`src/rtl/branch_resolve_unit.sv`:
```
// Branch resolve unit: evaluates conditional branches and jumps one cycle after
// issue, reports the corrected next PC and mispredict status, and trains a
// table of 2-bit saturating predictor counters that fetch can look up
// combinationally.
// Optional feature macro: BRU_PERF_CNT_EN adds branch/mispredict performance
// counters. Without it both counter outputs are tied to zero and no counter
// flops exist.

package branch_resolve_unit_pkg;
  typedef enum logic [3:0] {
    BEQ  = 4'd0,
    BNE  = 4'd1,
    BLT  = 4'd2,
    BLTU = 4'd3,
    BGE  = 4'd4,
    BGEU = 4'd5,
    JAL  = 4'd6,
    JALR = 4'd7,
    NOP  = 4'd8
  } fu_op_t;
endpackage

module branch_resolve_unit
  import branch_resolve_unit_pkg::*;
#(
  parameter int         XLEN        = 32,
  parameter int         BHT_ENTRIES = 64,
  parameter logic [1:0] CNT_INIT    = 2'b01
) (
  input  logic            clk_i,
  input  logic            rst_ni,
  input  logic            valid_i,
  output logic            ready_o,
  input  fu_op_t          operator_i,
  input  logic [XLEN-1:0] operand_1_i,
  input  logic [XLEN-1:0] operand_2_i,
  input  logic [XLEN-1:0] imm_i,
  input  logic [XLEN-1:0] pc_i,
  input  logic            pred_taken_i,
  input  logic [XLEN-1:0] pred_addr_i,
  input  logic            flush_i,
  input  logic [XLEN-1:0] lookup_pc_i,
  output logic            lookup_taken_o,
  output logic            res_valid_o,
  input  logic            res_ready_i,
  output logic            taken_o,
  output logic            instr_jump_o,
  output logic            mispredict_o,
  output logic [XLEN-1:0] jump_addr_o,
  output logic [XLEN-1:0] link_addr_o,
  output logic [31:0]     branch_cnt_o,
  output logic [31:0]     mispred_cnt_o
);

  localparam int IDX_W = $clog2(BHT_ENTRIES);

  logic            isCond;
  logic            isJump;
  logic            condTaken;
  logic            taken;
  logic            mispred;
  logic            accept;
  logic [XLEN-1:0] branchTarget;
  logic [XLEN-1:0] jalrTarget;
  logic [XLEN-1:0] target;
  logic [XLEN-1:0] linkAddr;
  logic [XLEN-1:0] jumpAddr;

  logic [IDX_W-1:0] updIdx;
  logic [IDX_W-1:0] lookupIdx;
  logic [1:0]       cntCur;
  logic [1:0]       cntNext;
  logic [1:0]       bht_q [BHT_ENTRIES];

  logic            resValid_q;
  logic            resValid_d;
  logic            taken_q;
  logic            instrJump_q;
  logic            mispred_q;
  logic [XLEN-1:0] jumpAddr_q;
  logic [XLEN-1:0] linkAddr_q;

  // Only the index bits of the fetch lookup PC select a counter.
  logic unusedLookupBits;
  assign unusedLookupBits = ^{lookup_pc_i[XLEN-1:IDX_W+2], lookup_pc_i[1:0]};

  // Decode the operator and evaluate the branch condition from the raw operands.
  always_comb begin
    isCond    = 1'b0;
    isJump    = 1'b0;
    condTaken = 1'b0;
    case (operator_i)
      BEQ: begin
        isCond    = 1'b1;
        condTaken = (operand_1_i == operand_2_i);
      end
      BNE: begin
        isCond    = 1'b1;
        condTaken = (operand_1_i != operand_2_i);
      end
      BLT: begin
        isCond    = 1'b1;
        condTaken = ($signed(operand_1_i) < $signed(operand_2_i));
      end
      BGE: begin
        isCond    = 1'b1;
        condTaken = !($signed(operand_1_i) < $signed(operand_2_i));
      end
      BLTU: begin
        isCond    = 1'b1;
        condTaken = (operand_1_i < operand_2_i);
      end
      BGEU: begin
        isCond    = 1'b1;
        condTaken = !(operand_1_i < operand_2_i);
      end
      JAL, JALR: isJump = 1'b1;
      default: ;
    endcase
  end

  assign branchTarget = pc_i + imm_i;
  assign jalrTarget   = (operand_1_i + imm_i) & ~XLEN'(1);
  assign target       = (operator_i == JALR) ? jalrTarget : branchTarget;
  assign linkAddr     = pc_i + XLEN'(4);
  assign taken        = isJump | (isCond & condTaken);
  assign jumpAddr     = taken ? target : linkAddr;
  assign mispred      = (isCond | isJump) &
                        ((taken != pred_taken_i) | (taken & (target != pred_addr_i)));

  assign ready_o = (!resValid_q || res_ready_i) && !flush_i;
  assign accept  = valid_i && ready_o;

  // Result-valid next state: flush wins, then a new accept, then consumption.
  always_comb begin
    resValid_d = resValid_q;
    if (flush_i) begin
      resValid_d = 1'b0;
    end else if (accept) begin
      resValid_d = 1'b1;
    end else if (res_ready_i) begin
      resValid_d = 1'b0;
    end
  end

  // Result registers load only on accept so a stalled result stays stable.
  always_ff @(posedge clk_i or negedge rst_ni) begin
    if (!rst_ni) begin
      resValid_q  <= 1'b0;
      taken_q     <= 1'b0;
      instrJump_q <= 1'b0;
      mispred_q   <= 1'b0;
      jumpAddr_q  <= '0;
      linkAddr_q  <= '0;
    end else begin
      resValid_q <= resValid_d;
      if (accept) begin
        taken_q     <= taken;
        instrJump_q <= isJump;
        mispred_q   <= mispred;
        jumpAddr_q  <= jumpAddr;
        linkAddr_q  <= linkAddr;
      end
    end
  end

  assign res_valid_o  = resValid_q;
  assign taken_o      = taken_q;
  assign instr_jump_o = instrJump_q;
  assign mispredict_o = mispred_q;
  assign jump_addr_o  = jumpAddr_q;
  assign link_addr_o  = linkAddr_q;

  assign updIdx         = pc_i[IDX_W+1:2];
  assign lookupIdx      = lookup_pc_i[IDX_W+1:2];
  assign cntCur         = bht_q[updIdx];
  assign lookup_taken_o = bht_q[lookupIdx][1];

  // Saturating counter step toward the resolved direction.
  always_comb begin
    cntNext = cntCur;
    if (condTaken && cntCur != 2'd3) begin
      cntNext = cntCur + 2'd1;
    end else if (!condTaken && cntCur != 2'd0) begin
      cntNext = cntCur - 2'd1;
    end
  end

  // Predictor table trains only on accepted conditional branches; the lookup
  // reads the flops directly, so a same-cycle update is not visible yet.
  always_ff @(posedge clk_i or negedge rst_ni) begin
    if (!rst_ni) begin
      for (int i = 0; i < BHT_ENTRIES; i++) begin
        bht_q[i] <= CNT_INIT;
      end
    end else if (accept && isCond) begin
      bht_q[updIdx] <= cntNext;
    end
  end

`ifdef BRU_PERF_CNT_EN
  logic [31:0] branchCnt_q;
  logic [31:0] mispredCnt_q;

  // Count accepted branches/jumps and their mispredicts; both wrap naturally.
  always_ff @(posedge clk_i or negedge rst_ni) begin
    if (!rst_ni) begin
      branchCnt_q  <= '0;
      mispredCnt_q <= '0;
    end else if (accept && (isCond || isJump)) begin
      branchCnt_q <= branchCnt_q + 32'd1;
      if (mispred) begin
        mispredCnt_q <= mispredCnt_q + 32'd1;
      end
    end
  end

  assign branch_cnt_o  = branchCnt_q;
  assign mispred_cnt_o = mispredCnt_q;
`else
  assign branch_cnt_o  = '0;
  assign mispred_cnt_o = '0;
`endif

endmodule

```
`config.mk`:
```
export PLATFORM = sky130hd
export DESIGN_NAME = branch_resolve_unit
export DESIGN_NICKNAME = d
export VERILOG_FILES = /design/src/rtl/branch_resolve_unit.sv
export SDC_FILE = /design/constraint.sdc
export NUM_CORES = 1
export LEC_CHECK = 0
export CORE_MARGIN = 2
export CORE_UTILIZATION = 25
export DETAILED_ROUTE_END_ITERATION = 8
export PLACE_DENSITY_LB_ADDON = 0.25
export SLEW_MARGIN = 0
export SYNTH_ARGS = -nofsm -noshare
export SYNTH_HDL_FRONTEND = slang
export SYNTH_SLANG_ARGS = --single-unit
```
`constraint.sdc`:
```
create_clock -name clk_i -period 4.1 [get_ports clk_i]
set_input_delay 0.41 -clock clk_i [delete_from_list [all_inputs] [get_ports clk_i]]
set_output_delay 0.41 -clock clk_i [all_outputs]
set_load 0.02 [all_outputs]
```
Word level (Yosys, flattened, before mapping)
Cells that the tools add are included.
Storage, ports and cells
  bits in latches: 0
  memory bits (writable): 0
  register bits after elaboration: 196
  memory bits (read-only): 0
  input bits: 202
  memories: 0
  output and inout bits: 134
  word-level logic and storage cells: 136
Cells by class
  $mul: 0
  eq/ne operators: 12
  mux-type cells: 19
  $lt $le $gt $ge: 5
  bitwise logic cells: 8
  add/subtract/negate cells: 5
  shift operators: 0
  divide/modulo/power cells: 0
  reduce and logical (&&, ||, !) cells: 17
Operators with widths (count)
  bitwise mux 128 bit: 1
  adder 32 bit: 2
  < comparator 32 bit: 2
  2-to-1 mux 32 bit: 2
  != test 32 bit: 2
  adder 32 x 3 -> 32 bit, second input constant: 1
  == test 32 bit: 1
  binary-select mux 2 bit (select 6 bit): 2
  == test 4 x 3 -> 1 bit, second input constant: 4
  greater-or-equal comparator 7 bit, second input constant: 2
  2-to-1 mux 2 bit: 7
  NOT 6 -> 7 bit: 2
  demux 2 bit (select 6 bit): 1
  == test 4 x 2 -> 1 bit, second input constant: 2
  < comparator 7 x 1 -> 1 bit, second input constant: 1
  logical AND 1 bit: 6
  case mux 1 bit (6 select lines): 1
  OR reduction 6 bit: 1
  logical NOT 1 bit: 5
  2-to-1 mux 1 bit: 5
  == test 4 x 1 -> 1 bit, second input constant: 1
  logical NOT 4 bit: 1
  bitwise AND 1 bit: 3
  bitwise OR 1 bit: 3
  other kinds (8): 8

Logic depth before layout (Yosys ltp)
  depth after elaboration: 9
  gate-level depth with buffers: 15
  mapped depth without buffers: 13

Worst setup path after synthesis
OpenSTA, ideal clock, no wires.
  path type: input to register
  start: input port imm_i[0]
  end: register mispred_q, in the netlist mispredict_o
  stages on the path: 13
  buffers on the path: 0
  library setup time: 0.144 ns
  arrival time: 3.268 ns
  path slack: 0.687 ns
  data required time: 3.956 ns
  path through: and2_1 fa_1 a211oi_2 o21ai_1 a41oi_1 o21bai_1 a2111oi_0 nor4b_1 a31oi_1 xnor2_1 nand4_1 a2111oi_0 a41oi_1
On the way
  word-level cells in the longest chain between the ends: 6
  elaborated cells between the ends (all ways): 7
  classes of those cells: add/sub: 2; eq/ne: 1; mux: 1; bitwise: 3
RTL lines
  from (decl): RTL line 37  | input logic [XLEN-1:0] imm_i,
  adder 32 bit (on tied branches): RTL line 122, 123
  2-to-1 mux 32 bit *: RTL line 124  | assign target = (operator_i == JALR) ? jalrTarget : branchTarget;
  != test 32 bit *: RTL line 129  | ((taken != pred_taken_i) | (taken & (target != pred_addr_i)));
  bitwise AND 1 bit *: RTL line 129
  bitwise OR 1 bit *: RTL line 129
  bitwise AND 1 bit *: RTL line 128  | assign mispred = (isCond | isJump) &
  to (signal assigned): RTL line 160  | mispred_q <= mispred;
  to (decl): RTL line 79  | logic mispred_q;
Every way passes the cells marked *; elsewhere a longest branch is shown, timed or not.
A chain may end at the register's enable or synchronous reset.

Final worst setup path
  start: input port pc_i[0]
  end: register mispred_q, in the netlist mispredict_o
On the way
  word-level cells in the longest chain between the ends: 6
RTL lines
  from (decl): RTL line 38  | input logic [XLEN-1:0] pc_i,
  adder 32 bit: RTL line 122  | assign branchTarget = pc_i + imm_i;
  2-to-1 mux 32 bit: RTL line 124
  != test 32 bit: RTL line 129
  bitwise AND 1 bit: RTL line 129
  bitwise OR 1 bit: RTL line 129
  bitwise AND 1 bit: RTL line 128
Every way passes these cells.

==> flow_summary.yaml <==
placed_design:
  io_buffers: 245
  pre_cts_ws_ns: -0.3537
  hpwlAfterDp_um: 49350
  dpl.cell_count: 2947
  routabilityCongestion: 0.9200
global_route:
  grt_pass1_vias: 14577
  grt_usage: 0.1821
  grt_max_degree: 110
  overflow: 0
  antenna_found_initial: 7
  grt_pass1_wl_um: 91300
pwr:
  power_density_mw_per_mm2: 305.6
  peakVddDrop_mv: 0.3312
  leakagePower_nw: 9.198
  power.total_w: 0.006517
cts:
  insertion_delay_ns: 0.46
  clk_pin_slew_worst_paths_ns: 0.07
  hold_buffers: 0
  clock-sinks: 196
  cts_tree: "yes"
  htree_levels: 4
  clockBufferDepth: 2
  cts_root_buf: "clkbuf_16"
  cts_buffers: 17
final_layout:
  utilization: 0.3393
  drive_gt1_frac: 0.2461
  area_delta_synth_final_pct: 34.89
  multi_input_area_sq_mm: 0.01011
  final_common_cell: "clkdlybuf4s50_1"
  layout.nets: 2420
  n_fill_cell: 6516
  final_cell_mix: "clkdlybuf4s50_1, buf_4, nand2_1"
  final_cells: 2982
  regArea_sq_mm: 0.004985
timing:
  setup_ws_ns: 0.1900
  fin_skew_ns: 0.01582
  fmax_ghz: 0.2558
  relSlewSlack: 0.2609
  max_slew.worst_pin.slew_ns: 1.100
  min_period_over_period: 0.9537
  hold_viol: 0
  fin_crit_ns: 3.910
  maxSlewViolCount: 0
  setup_viol: 0
  tns_ns: 0
detailed_routing:
  routed_wl_um: 60790
  via_count: 14594
  drtIter0Drc: 1102
  drc: 0
  drt.antenna.violating_nets: 0
  viasPerCell: 4.894
  wl_per_cell_um: 20.39
  first_pass_iters: 5
critical_path:
  regToRegEndpoint: "bht_q[79]$_DFFE_PN0P_"
  critPathMaxFanout: 5
  cp-start-kind: "input port"
  r2r_cells: 10
  cp-end-kind: "flop"
  cp.arrival_ns: 4.22
  cp_data_required_time_ns: 4.41
  r2r_slack_ns: 0.96
  reg2reg_from: "res_valid_o$_DFFE_PN0P_"
  crit_type: "in2reg"
die:
  dieArea_sq_mm: 0.06527
  dieHeight_um: 255.5
  rows: 92
  dieWidth_um: 255.5
  floorplan.initialDensity: 0.2516
  io-pin-count: 336
  coreArea_sq_mm: 0.06285
synthesis:
  synthCells: 1720
  ys.flop_type: "dfrtp_1"
  synthesis.area_sq_mm: 0.01581
  ys_async_sr_fraction: 1.000
  synthDistinctLibCells: 83
  synth_edf_count: 0
  ys_seq_area_frac: 0.3153
  ys_ff_latch: 196
  ys_warn_count: 0
  synth.avg_cell_area_sq_um: 9.193
status:
  status: "complete, no violations"
run:
  drv_cap: 0
worst_hold_path:
  hp-class: "in2async"
-- layer usage --
layer  part of all wire  up-vias  routed length (um)  GRT usage
met1               0.44     7170               27040     0.2366
li1                   -     6963                   -          -
met5            0.00051        -                  31          0
met2               0.48      393               29440     0.3116
met3              0.049       62                2975    0.03274
met4              0.021        6                1305    0.04532
-- repair_timing --
item / in CTS / in global routing
hold endpoints to repair: 0 / 0
gates resized for setup: 0 / 8
buffers inserted: 0 / 0
setup endpoints to repair: 0 / 66
-- critical path, cell delays in order --
cell and delay (ns):
clkdlybuf4s50_1 0.57, ha_1 0.22, fa_1 0.24, a21oi_1 0.09
o21ai_1 0.28, a31oi_2 0.21, o311a_1 0.44, o21ai_0 0.54
and4b_1 0.28, nor3_1 0.06, a31oi_1 0.16, buf_4 0.14
nand4_1 0.12, a2111oi_2 0.30, a41oi_1 0.16
-- through the flow --
| stage | cell area (sq um) | hold slack, ns |
|---|---|---|
| after floorplan | 16050 | 0.1144 |
| after global placement | 20670 | 0.4640 |
| after detailed placement | 20670 | 0.4700 |
| after CTS | 21290 | 0.1269 |
| after global routing | 21320 | 0.1330 |
| final | 21330 | 0.05447 |
-- layout make-up --
| class | instances | share of cell area |
|---|---|---|
| Inverter | 46 | 0.008096 |
| Sequential cell | 196 | 0.2337 |
| Tap cell | 846 | 0.04963 |
| Timing Repair Buffer | 473 | 0.2054 |
| Clock inverter | 12 | 0.007450 |
| Antenna cell | 3 | 0.0003520 |
| Multi-Input combinational cell | 1386 | 0.4739 |
| Clock buffer | 20 | 0.02141 |
-- logic make-up (layout without fill, tap and decap cells) --
family | after synthesis | after routing | synth area share
mux | 195 | 195 | 0.1526
other cells | 1 | 67 | 0.0002372
simple gates | 501 | 501 | 0.1523
flops | 196 | 196 | 0.3153
compound gates | 409 | 409 | 0.1686
buf+inv | 201 | 551 | 0.06536
fa+ha+maj | 98 | 98 | 0.07850
xor+xnor | 119 | 119 | 0.06726
-- power breakdown --
part           leakage [nW]  total, W  switching, W  internal, W
sequential             2.39   0.00217     0.0000851      0.00209
clock                 0.301   0.00180      0.000840     0.000960
combinational          6.51   0.00254       0.00138      0.00116
total                  9.20   0.00652       0.00231      0.00421
-- worst max path at each step --
stage / startpoint / to / slack (ns) / cells after the start
4_1_cts: operand_2_i[30] / bht_q[32]$_DFFE_PN1P_ / 0.11 / 15
2_1_floorplan: imm_i[0] / mispredict_o$_DFFE_PN0P_ / 0.69 / 13
3_5_place_dp: imm_i[0] / mispredict_o$_DFFE_PN0P_ / -0.35 / 14
6_report: pc_i[0] / mispredict_o$_DFFE_PN0P_ / 0.19 / 15
3_3_place_gp: operand_2_i[30] / bht_q[104]$_DFFE_PN1P_ / -0.37 / 15
5_1_grt: pc_i[0] / mispredict_o$_DFFE_PN0P_ / -0.02 / 14
-- synth_stat cells (6+ instances only) --
cell type    n  share of area
nor3_1      22         0.0070
buf_1       10         0.0024
or3_1        7         0.0028
a22oi_1     69          0.033
xnor2_1     71          0.039
xor2_1      46          0.025
o21ai_1      6         0.0019
and2_1       7         0.0028
a21oi_1     95          0.030
mux2_2     151           0.11
ha_1        96          0.076
dfrtp_1    132           0.21
mux4_2      21          0.030
and3_1      19         0.0075
a31oi_1     12         0.0047
nand3_1     41          0.013
buf_4       65          0.031
nor4_1       8         0.0032
nor2_1      88          0.021
nand4_1     42          0.017
nand2_1    208          0.049
clkbuf_1    52          0.012
nor3b_1     14         0.0066
o21a_1       8         0.0038
inv_1       46          0.011
nand2b_1    12         0.0047
o211ai_1    19         0.0090
o21ai_0    100          0.032
o21bai_1     8         0.0038
a211oi_1    13         0.0062
mux2i_1     18          0.011
dfstp_2     64           0.11
buf_2       28         0.0089
a21o_1      20         0.0095
-- flip-flops by register name (all words and copies together) (netlist names) --
| signal | flops |
|---|---|
| res_valid_o | 1 |
| instr_jump_o | 1 |
| bht_q | 128 |
| jump_addr_o | 32 |
| link_addr_o | 32 |
| mispredict_o | 1 |
| taken_o | 1 |
(Power assumes the default switching activity.)
